**config.mk**
```make
export PLATFORM = sky130hd
export DESIGN_NAME = reg_scoreboard_flat
export DESIGN_NICKNAME = d
export VERILOG_FILES = /design/src/rtl/reg_scoreboard_if.sv /design/src/rtl/reg_scoreboard.sv /design/src/flat_wrapper.sv
export SDC_FILE = /design/constraint.sdc
export NUM_CORES = 1
export LEC_CHECK = 0
export BUFFER_PORTS_ARGS = -buffer_cell sky130_fd_sc_hd__buf_2
export CAP_MARGIN = 30
export CORE_MARGIN = 2
export CORE_UTILIZATION = 25
export DETAILED_ROUTE_END_ITERATION = 16
export HOLD_SLACK_MARGIN = 0.15
export PLACE_DENSITY = 0.47
export RECOVER_POWER = 25
export SYNTH_ARGS = -nofsm -noshare
export SYNTH_HDL_FRONTEND = slang
export SYNTH_SLANG_ARGS = --single-unit
```
**constraint.sdc**
```tcl
create_clock -name clk -period 4.5 [get_ports clk]
set_clock_uncertainty 0.2 [all_clocks]
set_input_delay 1.35 -clock clk [delete_from_list [all_inputs] [get_ports clk]]
set_output_delay 1.35 -clock clk [all_outputs]
set_load 0.02 [all_outputs]
```
**src/rtl/reg_scoreboard_if.sv**
```systemverilog
// ---------------------------------------------------------------------------
// reg_scoreboard_if
// Bundle of the issue, writeback and status signals between the decode stage
// and the register scoreboard.
//
// Handshake: decode presents an instruction with issueValid. The scoreboard
// answers in the same cycle. issueAccept=1 means the instruction issues on
// this rising edge. issueStall=1 means decode must hold the same instruction
// and present it again. A writeback is a single-cycle pulse on wbValid that
// needs no response.
//
// Modports:
//   master - decode/writeback side: drives the issue, writeback and flush
//            inputs; observes stall, accept and status.
//   slave  - scoreboard side: the mirror image of master.
// ---------------------------------------------------------------------------
interface reg_scoreboard_if #(
    parameter int NUM_REGS  = 8,
    parameter int SEL_BITS  = 3,
    parameter int PERF_BITS = 16
);
    logic                 issueValid;
    logic                 issueRd1En;
    logic [SEL_BITS-1:0]  issueRd1Sel;
    logic                 issueRd2En;
    logic [SEL_BITS-1:0]  issueRd2Sel;
    logic                 issueWrEn;
    logic [SEL_BITS-1:0]  issueWrReg;
    logic                 wbValid;
    logic [SEL_BITS-1:0]  wbReg;
    logic                 flush;
    logic                 issueStall;
    logic                 issueAccept;
    logic [NUM_REGS-1:0]  pendingMask;
    logic [PERF_BITS-1:0] stallCycles;
    logic                 err;

    modport master (
        output issueValid, issueRd1En, issueRd1Sel, issueRd2En, issueRd2Sel,
        output issueWrEn, issueWrReg, wbValid, wbReg, flush,
        input  issueStall, issueAccept, pendingMask, stallCycles, err
    );

    modport slave (
        input  issueValid, issueRd1En, issueRd1Sel, issueRd2En, issueRd2Sel,
        input  issueWrEn, issueWrReg, wbValid, wbReg, flush,
        output issueStall, issueAccept, pendingMask, stallCycles, err
    );
endinterface

```
**src/rtl/reg_scoreboard.sv**
```systemverilog
// ---------------------------------------------------------------------------
// reg_scoreboard
// Issue-side hazard controller for an 8-entry register file. It keeps one
// saturating-free outstanding-write counter per architectural register. It
// stalls issue when a source register has a write in flight (RAW). It also
// stalls when the destination counter is already at its maximum. Pending
// state clears as writebacks retire.
//
// Ports:
//   clk  - system clock, rising edge
//   rst  - asynchronous, active-low reset
//   bus  - reg_scoreboard_if.slave:
//            in : issueValid, issueRd1En/Sel, issueRd2En/Sel, issueWrEn,
//                 issueWrReg, wbValid, wbReg, flush
//            out: issueStall, issueAccept (combinational),
//                 pendingMask, stallCycles, err (registered)
// ---------------------------------------------------------------------------
module reg_scoreboard #(
    parameter int NUM_REGS  = 8,
    parameter int SEL_BITS  = 3,
    parameter int CNT_BITS  = 2,
    parameter int PERF_BITS = 16
) (
    input logic            clk,
    input logic            rst,
    reg_scoreboard_if.slave bus
);
    localparam logic [CNT_BITS-1:0] CNT_MAX = '1;

    logic [CNT_BITS-1:0]  r_cnt [NUM_REGS];
    logic [CNT_BITS-1:0]  w_cnt_next [NUM_REGS];
    logic [NUM_REGS-1:0]  r_pending;
    logic [PERF_BITS-1:0] r_stall_cycles;
    logic                 r_err;

    logic                 w_raw;
    logic                 w_sat;
    logic                 w_stall;
    logic                 w_accept;
    logic                 w_illegal_wb;
    logic [NUM_REGS-1:0]  w_inc;
    logic [NUM_REGS-1:0]  w_dec;

    // Hazards look only at registered counts. A writeback in the same cycle
    // does not unblock a reader until the following cycle.
    always_comb begin
        w_raw = (bus.issueRd1En && (r_cnt[bus.issueRd1Sel] != '0)) ||
                (bus.issueRd2En && (r_cnt[bus.issueRd2Sel] != '0));
        w_sat = bus.issueWrEn && (r_cnt[bus.issueWrReg] == CNT_MAX);
        w_stall  = bus.issueValid && (w_raw || w_sat) && !bus.flush;
        w_accept = bus.issueValid && !w_stall && !bus.flush;
        // A retire against an idle counter is a protocol error, except while
        // flushing, when writebacks are discarded.
        w_illegal_wb = bus.wbValid && !bus.flush &&
                       (r_cnt[bus.wbReg] == '0);
    end

    always_comb begin
        w_inc = '0;
        w_dec = '0;
        for (int i = 0; i < NUM_REGS; i++) begin
            w_inc[i] = w_accept && bus.issueWrEn &&
                       (bus.issueWrReg == SEL_BITS'(i));
            w_dec[i] = bus.wbValid && (bus.wbReg == SEL_BITS'(i)) &&
                       (r_cnt[i] != '0);
        end
    end

    // Increment cannot wrap because a full counter blocks the accept.
    // Decrement cannot wrap because it is gated on a non-zero count.
    always_comb begin
        for (int i = 0; i < NUM_REGS; i++) begin
            w_cnt_next[i] = r_cnt[i];
            if (bus.flush) begin
                w_cnt_next[i] = '0;
            end else if (w_inc[i] && !w_dec[i]) begin
                w_cnt_next[i] = r_cnt[i] + CNT_BITS'(1);
            end else if (w_dec[i] && !w_inc[i]) begin
                w_cnt_next[i] = r_cnt[i] - CNT_BITS'(1);
            end
        end
    end

    always_ff @(posedge clk or negedge rst) begin
        if (!rst) begin
            for (int i = 0; i < NUM_REGS; i++) begin
                r_cnt[i] <= '0;
            end
            r_pending      <= '0;
            r_stall_cycles <= '0;
            r_err          <= 1'b0;
        end else begin
            for (int i = 0; i < NUM_REGS; i++) begin
                r_cnt[i]     <= w_cnt_next[i];
                r_pending[i] <= (w_cnt_next[i] != '0);
            end
            if (w_stall && (r_stall_cycles != '1)) begin
                r_stall_cycles <= r_stall_cycles + PERF_BITS'(1);
            end
            if (w_illegal_wb) begin
                r_err <= 1'b1;
            end
        end
    end

    assign bus.issueStall  = w_stall;
    assign bus.issueAccept = w_accept;
    assign bus.pendingMask = r_pending;
    assign bus.stallCycles = r_stall_cycles;
    assign bus.err         = r_err;

endmodule

```
**src/flat_wrapper.sv**
```systemverilog
// flat-port wrapper written by rule: the top's interface ports become plain ports
module reg_scoreboard_flat 
#(
    parameter int NUM_REGS  = 8,
    parameter int SEL_BITS  = 3,
    parameter int CNT_BITS  = 2,
    parameter int PERF_BITS = 16
)
  (clk, rst, bus_issueValid, bus_issueRd1En, bus_issueRd1Sel, bus_issueRd2En, bus_issueRd2Sel, bus_issueWrEn, bus_issueWrReg, bus_wbValid, bus_wbReg, bus_flush, bus_issueStall, bus_issueAccept, bus_pendingMask, bus_stallCycles, bus_err);
  reg_scoreboard_if #(.NUM_REGS(NUM_REGS), .SEL_BITS(SEL_BITS), .PERF_BITS(PERF_BITS)) bus_i ();
  input logic clk;
  input logic rst;
  input wire logic [$bits(bus_i.issueValid)-1:0] bus_issueValid;
  input wire logic [$bits(bus_i.issueRd1En)-1:0] bus_issueRd1En;
  input wire logic [$bits(bus_i.issueRd1Sel)-1:0] bus_issueRd1Sel;
  input wire logic [$bits(bus_i.issueRd2En)-1:0] bus_issueRd2En;
  input wire logic [$bits(bus_i.issueRd2Sel)-1:0] bus_issueRd2Sel;
  input wire logic [$bits(bus_i.issueWrEn)-1:0] bus_issueWrEn;
  input wire logic [$bits(bus_i.issueWrReg)-1:0] bus_issueWrReg;
  input wire logic [$bits(bus_i.wbValid)-1:0] bus_wbValid;
  input wire logic [$bits(bus_i.wbReg)-1:0] bus_wbReg;
  input wire logic [$bits(bus_i.flush)-1:0] bus_flush;
  output wire logic [$bits(bus_i.issueStall)-1:0] bus_issueStall;
  output wire logic [$bits(bus_i.issueAccept)-1:0] bus_issueAccept;
  output wire logic [$bits(bus_i.pendingMask)-1:0] bus_pendingMask;
  output wire logic [$bits(bus_i.stallCycles)-1:0] bus_stallCycles;
  output wire logic [$bits(bus_i.err)-1:0] bus_err;
  assign bus_i.issueValid = bus_issueValid;
  assign bus_i.issueRd1En = bus_issueRd1En;
  assign bus_i.issueRd1Sel = bus_issueRd1Sel;
  assign bus_i.issueRd2En = bus_issueRd2En;
  assign bus_i.issueRd2Sel = bus_issueRd2Sel;
  assign bus_i.issueWrEn = bus_issueWrEn;
  assign bus_i.issueWrReg = bus_issueWrReg;
  assign bus_i.wbValid = bus_wbValid;
  assign bus_i.wbReg = bus_wbReg;
  assign bus_i.flush = bus_flush;
  assign bus_issueStall = bus_i.issueStall;
  assign bus_issueAccept = bus_i.issueAccept;
  assign bus_pendingMask = bus_i.pendingMask;
  assign bus_stallCycles = bus_i.stallCycles;
  assign bus_err = bus_i.err;
  reg_scoreboard #(.NUM_REGS(NUM_REGS), .SEL_BITS(SEL_BITS), .CNT_BITS(CNT_BITS), .PERF_BITS(PERF_BITS)) u_core (.clk(clk), .rst(rst), .bus(bus_i));
endmodule
```
Yosys cells after proc, flatten, opt, wreduce, memory -nomap -nowiden
Index checks and enable logic that the tools add are counted.
- register bits: 41
- logic and storage cells: 180
- bits of input ports: 20
- $lt $le $gt $ge: 4
- multiplexer cells: 36
- reductions and logical operators: 92
- equality and inequality tests: 16
- add/sub/neg operators: 17
- bitwise gates (word level): 4
- operators by type and width (cell ; count):
    two-way mux 2 bit ; 32
    logical AND 1 bit ; 51
    nonzero test 2 bit ; 18
    binary-select mux 2 bit (select 3 bit) ; 4
    equality test 3 bit (second input constant) ; 8
    logical NOT 1 bit ; 18
    adder 16 x 1 -> 16 bit (second input constant) ; 1
    adder 2 x 1 -> 2 bit (second input constant) ; 8
    >= comparator 4 bit (second input constant) ; 4
    != test 16 bit (second input constant) ; 1
    NOT 3 -> 4 bit ; 4
    subtractor 2 x 1 -> 2 bit (second input constant) ; 8
    equality test 3 x 2 -> 1 bit (second input constant) ; 4
    equality test 3 x 1 -> 1 bit (second input constant) ; 2
    logical NOT 3 bit ; 2
    equality test 2 bit (second input constant) ; 1
    logical NOT 2 bit ; 1
    logical OR 1 bit ; 2

Longest topological paths before layout
Gate-level depths: netlist of the first run.
- depth after elaboration: 21
- mapped depth: 9
- depth with buffers taken out: 7

Least setup slack after synthesis of the first run
Ideal clock, no wire load.
- path type: input to output
- start: in bus_issueRd2Sel[1]
- end: out bus_issueStall
- path slack: 0.195 ns
- data arrival time: 2.755 ns
- cell stages on the path: 7
- path through: nor4b_1 -> a31oi_1 -> a32o_1 -> clkbuf_8 -> o311ai_4 -> buf_6 -> inv_1
- longest elaborated chain between the ends: 10
- ends and longest elaborated chain (what ; line ; source):
    start: declaration ; flat_wrapper.sv:17 ; input wire logic [$bits(bus_i.issueRd2Sel)-1:0] bus_issueRd2Sel;
    NOT 3 -> 4 bit (implied by the code) ; reg_scoreboard.sv:48 ; (bus.issueRd2En && (r_cnt[bus.issueRd2Sel] != '0));
    binary-select mux 2 bit (select 3 bit) ; reg_scoreboard.sv:48 ;
    two-way mux 2 bit (implied by the code) (2 in series) ; reg_scoreboard.sv:48 ;
    nonzero test 2 bit ; reg_scoreboard.sv:48 ;
    logical AND 1 bit ; reg_scoreboard.sv:48 ;
    logical OR 1 bit ; reg_scoreboard.sv:47 ; w_raw = (bus.issueRd1En && (r_cnt[bus.issueRd1Sel] != '0)) ||
    logical OR 1 bit ; reg_scoreboard.sv:50 ; w_stall = bus.issueValid && (w_raw || w_sat) && !bus.flush;
    logical AND 1 bit (2 in series) ; reg_scoreboard.sv:50 ;
    end: declaration ; flat_wrapper.sv:23 ; output wire logic [$bits(bus_i.issueStall)-1:0] bus_issueStall;
Every way passes these cells. The select of a mux whose other input is x is not followed.

Worst setup path in the final report of the first run
- start: in bus_issueWrReg[1]
- end: out bus_issueAccept
- longest elaborated chain between the ends: 12
- ends and longest elaborated chain (what ; line ; source):
    start: declaration ; flat_wrapper.sv:19 ; input wire logic [$bits(bus_i.issueWrReg)-1:0] bus_issueWrReg;
    NOT 3 -> 4 bit (implied by the code) ; reg_scoreboard.sv:49 ; w_sat = bus.issueWrEn && (r_cnt[bus.issueWrReg] == CNT_MAX);
    binary-select mux 2 bit (select 3 bit) ; reg_scoreboard.sv:49 ;
    two-way mux 2 bit (implied by the code) (2 in series) ; reg_scoreboard.sv:49 ;
    equality test 2 bit ; reg_scoreboard.sv:49 ;
    logical AND 1 bit ; reg_scoreboard.sv:49 ;
    logical OR 1 bit ; reg_scoreboard.sv:50 ;
    logical AND 1 bit (2 in series) ; reg_scoreboard.sv:50 ;
    logical NOT 1 bit ; reg_scoreboard.sv:51 ; w_accept = bus.issueValid && !w_stall && !bus.flush;
    logical AND 1 bit (2 in series) ; reg_scoreboard.sv:51 ;
    end: declaration ; flat_wrapper.sv:24 ; output wire logic [$bits(bus_i.issueAccept)-1:0] bus_issueAccept;
Every way passes these cells. The select of a mux whose other input is x is not followed.

==> summary.md, run 1 <==
| Metric | Value |
|---|---|
| PD cells | between 200 and 300 nW/um2 |
| Vias | roughly 2700 |
| Worst path required time | approximately 3 ns |
| Diode count | 0 |
| R2R cell count | 7 |
| Violated checks | max-capacitance violations, max-slew violations |
| H-Tree Depth | 2 |
| FF-to-FF setup slack | 1.54 ns |
| Non-filler instance count after layout | roughly 560 |
| TritonCTS Sinks | 41 |
| DP HPWL | between 6000 and 7000 um |
| Async SR Flop Fraction | 1.00 |
| Number of global-route vias before repair | about 2600 |
| Post-synth top flop | dfrtp_1 |
| Max_cap viols | 1 |
| Final Hold Fails | 0 |
| Mapped Area | between 3000 and 4000 um2 |
| Final worst-path cycle share | 0.973 |
| Antenna violations before repair | 0 |
| Cell Rows | between 40 and 50 |
| Worst setup SP type | primary input |
| 1st-pass router iterations | 4 |
| Inserted Clock Buffers | 5 |
| Static Leak | ~1.5 nW |
| Top Ports | 47 |
| Min cycle time layout | ~4.4 ns |
| Post-route ant nets | 0 |
| Synth unique cells | roughly 60 |
| Run status | complete, but fails checks |
| Vias per cell | about 4.8 |
| # setup viols final | 0 |
| CP most frequent cell | buf_2 |
| Grt ovf | 0 |
| Hold WC Path Type | register to register |
| Crit path kind | primary input to primary output |
| Worst-skew pair later-pin latency | roughly 0.29 ns |
| Port Buffers | 46 |
| Post-CTS Setup Bufs | 0 |
| Worst Path Buf+Inv | 2 |
| Setup TNS | 0 ns |
| Crit end category | primary output |
| Chip width | ~120 um |
| Global-route wire length before repair | ~14000 um |
| CTS Buffer Depth | 2 |
| Die area | approximately 14000 um2 |
| Slowest stage delay, CP | 0.55 ns |
| Max FO, Critical Path | 2 |
| WL final | between 8000 and 9000 um |
| Wire length per cell | roughly 15 um |
| Root Buffer | clkbuf_16 |
| RSZ-0062 raised after global routing | no |
| Multi-input gate area | around 1900 um2 |
| Area delta synth->final | 18.7% |
| CP delay by family, top | multiplexers |
| Leading cell types in the layout, fill and taps excluded | buf_2, dfrtp_1, nor2_1, inv_1, nand2_1 |
| Core Area | about 12000 um2 |
| Final RePlAce weighted congestion | about 0.8 |
| Final net count | about 420 |
| Commonest non-fill, non-tap cell in the layout | buf_2 |
| Achievable Freq | between 0.2 and 0.25 GHz |
| Max-slew violations | 29 |
| Syn_nets | between 300 and 400 |
| DR DRC count | 0 |
| CP cell instances | buf_2 -> mux4_2 -> a221oi_4 -> nor3_2 -> and3_1 -> buf_2 |
| Die Ht | 116 um |
| Sequential cell area fraction in the yosys report | 0.325 |
| Max VDD drop | 0.000138 V |
| Initial Util | 0.253 |
| YS warnings | 0 |
| Critical-path top delay cell | mux4_2 |
| Largest net degree at the start of global routing | 29 |
| Synth Register Bits | a little over 40 |
| Register area | just over 1000 um2 |
| Max_slew headroom | -0.0864 |
| EDFF count, synth | 0 |
| # fillers | 1308 |
| Gr usage total | 0.129 |
| CTS tree | done |
| Hold_buf cts | 0 |
| Hold path depth | 1 |
| DR iter-0 viols | 210 |
| # resized after CTS | 0 |
| Share of cells above drive strength 1 | 0.242 |
| Worst EP arrival | 2.83 ns |
| Clock-pin slew on the worst setup and hold paths | about 0.070 ns |
| Dpl cells | between 500 and 600 |
| Worst path depth | 6 |
| Avg Synthesized Cell Area | approximately 9.3 um2 |
| Worst-Margin Slew | about 1.6 ns |
| Synth Instances | 339 |
## cell usage after synthesis (all sizes together), types with 9 or more instances
master  count  area, um2
a21oi      10       50.1
clkbuf     10       77.6
dfrtp      41       1030
ha          9        113
inv        24       90.1
mux2i      12        120
nand2      23       86.3
nand3      12       60.1
nor2       36        135
nor3       18        106
nor4       17        165
xnor2      17        149
xor2       13        114
## final timing paths
check                                          start                        end
max in group asynchronous                        rst            u_core.r_cnt[4]
min in group asynchronous                        rst  u_core.bus.stallCycles[8]
hold / removal             u_core.bus.stallCycles[8]  u_core.bus.stallCycles[8]
setup reg to reg                     u_core.r_cnt[8]           u_core.r_cnt[11]
hold reg to reg            u_core.bus.stallCycles[8]  u_core.bus.stallCycles[8]
setup / recovery                   bus_issueWrReg[1]            bus_issueAccept
## metrics by stage
| step | utilization | worst slack [ns] | hold slack [ns] | cell area [um2] | total power, W |
|---|---|---|---|---|---|
| CTS | 0.301 | 0.106 | 0.294 | 3750 | 0.00106 |
| floorplan | - | 0.195 | 0.390 | 3160 | 0.000553 |
| global placement | 0.285 | 0.109 | 0.279 | 3560 | 0.000623 |
| global route | 0.300 | 0.0209 | 0.322 | 3740 | 0.00110 |
| finish | 0.300 | 0.121 | 0.290 | 3740 | 0.00104 |
| detailed placement | 0.287 | 0.117 | 0.284 | 3580 | 0.000628 |
## layout make-up
type                    count  share of cell area
clock inverters             3              0.0124
inverters                  24              0.0241
repair buffers             56              0.0795
clock buffers               5              0.0334
flip-flops and latches     41               0.274
multi-input cells         260               0.519
well taps                 172              0.0575
## power by group
part | internal (W) | leakage (nW) | switching, W | total (W)
registers | 0.000395 | 0.551 | 0.0000362 | 0.000431
clock network | 0.000263 | 0.0800 | 0.000163 | 0.000426
logic | 0.0000714 | 0.891 | 0.000117 | 0.000188
## cells by family after synthesis
| logic type | after synthesis | synth area share |
|---|---|---|
| AOI/OAI and AO/OA | 49 | 0.128 |
| DFF | 41 | 0.325 |
| buffers and inverters | 38 | 0.0630 |
| xor gates and xnor gates | 30 | 0.0833 |
| muxes | 22 | 0.0845 |
| and+or+nand+nor | 150 | 0.281 |
| adders and majority gates | 9 | 0.0357 |
## registers in the layout, summed over array words and instances, names as in the netlist
signal and flops:
u_core.bus.stallCycles 16, u_core.r_cnt 16, u_core.bus.pendingMask 8, u_core.bus.err 1
## metal layers
metal | track usage | vias up | share of wire
met2 | 0.218 | 56 | 0.49
met4 | 0.0389 | 0 | 0.018
li1 | - | 1341 | -
met3 | 0.0234 | 11 | 0.043
met1 | 0.169 | 1284 | 0.45
met5 | 0 | - | 0
Note: power is estimated with default switching activity, not from simulation.
==> run 2: changes to the inputs <==
- CTS_BUF_LIST: unset -> sky130_fd_sc_hd__clkbuf_4 sky130_fd_sc_hd__clkbuf_8
==> run 2 against run 1 <==
- die area is the same
- the flow still finishes with violations (max-capacitance violations, max-slew violations)
- critical path depth is the same
- worst hold slack gained 0.0035 ns
- register-to-register slack is essentially flat
==> summary.md, run 2 (same netlist as run 1, synthesis figures left out) <==
| Metric | Value |
|---|---|
| Run status | complete, but fails checks |
| Violated checks | max-capacitance violations, max-slew violations |
| Post-route ant nets | 0 |
| Initial Util | 0.253 |
| Max_cap viols | 1 |
| Diode count | 0 |
| Post-route setup slack | between 0.1 and 0.15 ns |
| TritonCTS Sinks | a little over 40 |
| Post-Place Setup Slack | between 0.1 and 0.15 ns |
| Number of global-route vias before repair | about 2500 |
| Final worst-path cycle share | 0.973 |
| Top Ports | 47 |
| Worst EP arrival | ~2.8 ns |
| Max_slew headroom | -0.0894 |
| Inserted Clock Buffers | 5 |
| Setup TNS | 0 ns |
| Worst-Margin Slew | 1.63 ns |
| Core Area | between 10000 and 15000 um2 |
| DR iter-0 viols | around 190 |
| H-Tree Depth | 2 |
| Die area | between 10000 and 15000 um2 |
| # fillers | 1314 |
| Chip width | between 100 and 150 um |
| Die Ht | ~120 um |
| Largest net degree at the start of global routing | 29 |
| # setup viols final | 0 |
| Min cycle time layout | around 4.4 ns |
| CTS Buffer Depth | 2 |
| RSZ-0062 raised after global routing | no |
| Worst r2r src | u_core.r_cnt[8] |
| Cell Rows | 41 |
| Vias | roughly 2700 |
| Worst setup SP type | primary input |
| PD cells | 254 nW/um2 |
| Clock-pin slew on the worst setup and hold paths | roughly 0.090 ns |
| Leading cell types in the layout, fill and taps excluded | buf_2, dfrtp_1, nor2_1, inv_1, nand2_1 |
| Crit path capture | bus_issueAccept |
| CTS tree | done |
| Hold_buf cts | 0 |
| Gr usage total | 0.129 |
| Grt ovf | 0 |
| Max-slew violations | 29 |
| Reg-to-Reg End | u_core.r_cnt[11] |
| Hold WC Path Type | register to register |
| Final Hold Fails | 0 |
| Vias per cell | 4.79 |
| Crit path kind | primary input to primary output |
| Max FO, Critical Path | 2 |
| Final net count | 417 |
| WL final | between 8000 and 9000 um |
| Global-route wire length before repair | around 14000 um |
| Crit end category | primary output |
| Worst path required time | 2.95 ns |
| Port Buffers | 46 |
| Final RePlAce weighted congestion | just under 0.8 |
| Wire length per cell | about 15 um |
| Share of cells above drive strength 1 | 0.242 |
| Root Buffer | clkbuf_8 |
| Commonest non-fill, non-tap cell in the layout | buf_2 |
| Max VDD drop | around 0.00013 V |
| Area delta synth->final | 16.9% |
| R2R cell count | 7 |
| Worst-skew pair later-pin latency | just over 0.3 ns |
| Antenna violations before repair | 0 |
| FF-to-FF setup slack | 1.53 ns |
| Static Leak | ~1.5 nW |
| 1st-pass router iterations | 4 |
| Achievable Freq | around 0.23 GHz |
| DP HPWL | 6520 um |
| Critical path origin | bus_issueWrReg[1] |
| DR DRC count | 0 |
run 2: area by class of cell:
type / instances / area [um2] / area share
clock buffers: 5 / 68.8 / 0.0187
clock inverters: 3 / 46.3 / 0.0126
inverters: 24 / 90.1 / 0.0244
multi-input cells: 260 / 1940 / 0.527
flip-flops and latches: 41 / 1030 / 0.278
well taps: 172 / 215 / 0.0583
repair buffers: 56 / 298 / 0.0807
run 2: power breakdown:
part	leakage, nW	internal, W	switching, W	total, W
combinational	0.891	0.0000713	0.000117	0.000188
clock	0.0543	0.000166	0.000151	0.000318
sequential	0.551	0.000395	0.0000362	0.000431
total	1.50	0.000632	0.000304	0.000936
run 2: worst max-delay path, stage by stage:
cell,delay [ns]
buf_2,0.11
mux4_2,0.55
a221oi_4,0.40
nor3_2,0.07
and3_1,0.19
buf_2,0.16
run 2: repair_timing:
action / 4_1_cts / 5_1_grt
setup endpoints to repair: 0 / 1
resized for setup: 0 / 3
setup buffers: 0 / 0
run 2: worst min-delay path by stage:
stage	to	slack, ns	start	cells after the start
finish	u_core.bus.stallCycles[8]	0.29	u_core.bus.stallCycles[8]	1
CTS	u_core.bus.stallCycles[8]	0.30	u_core.bus.stallCycles[8]	1
global route	u_core.bus.stallCycles[8]	0.33	u_core.bus.stallCycles[8]	1
global placement	u_core.bus.stallCycles[8]	0.28	u_core.bus.stallCycles[8]	1
floorplan	u_core.bus.stallCycles[8]	0.39	u_core.bus.stallCycles[8]	1
detailed placement	u_core.bus.stallCycles[8]	0.28	u_core.bus.stallCycles[8]	1
run 2: layer usage:
metal	global-route usage	share of wire	wire length (um)	up-vias
met3	0.0228	0.039	330	8
li1	-	-	-	1339
met1	0.169	0.46	3880	1289
met2	0.220	0.49	4170	51
met4	0.0349	0.014	119	0
met5	0	0	0	-
run 2: stage by stage:
| step | total power, W | instance area, um2 | instances | util | hold slack, ns |
|---|---|---|---|---|---|
| 2_1_floorplan | 0.000553 | 3160 | 339 | - | 0.390 |
| 3_3_place_gp | 0.000623 | 3560 | 551 | 0.285 | 0.279 |
| 3_5_place_dp | 0.000628 | 3580 | 552 | 0.287 | 0.284 |
| 4_1_cts | 0.000952 | 3690 | 560 | 0.296 | 0.299 |
| 5_1_grt | 0.000993 | 3690 | 561 | 0.296 | 0.327 |
| 6_report | 0.000936 | 3690 | 561 | 0.296 | 0.293 |
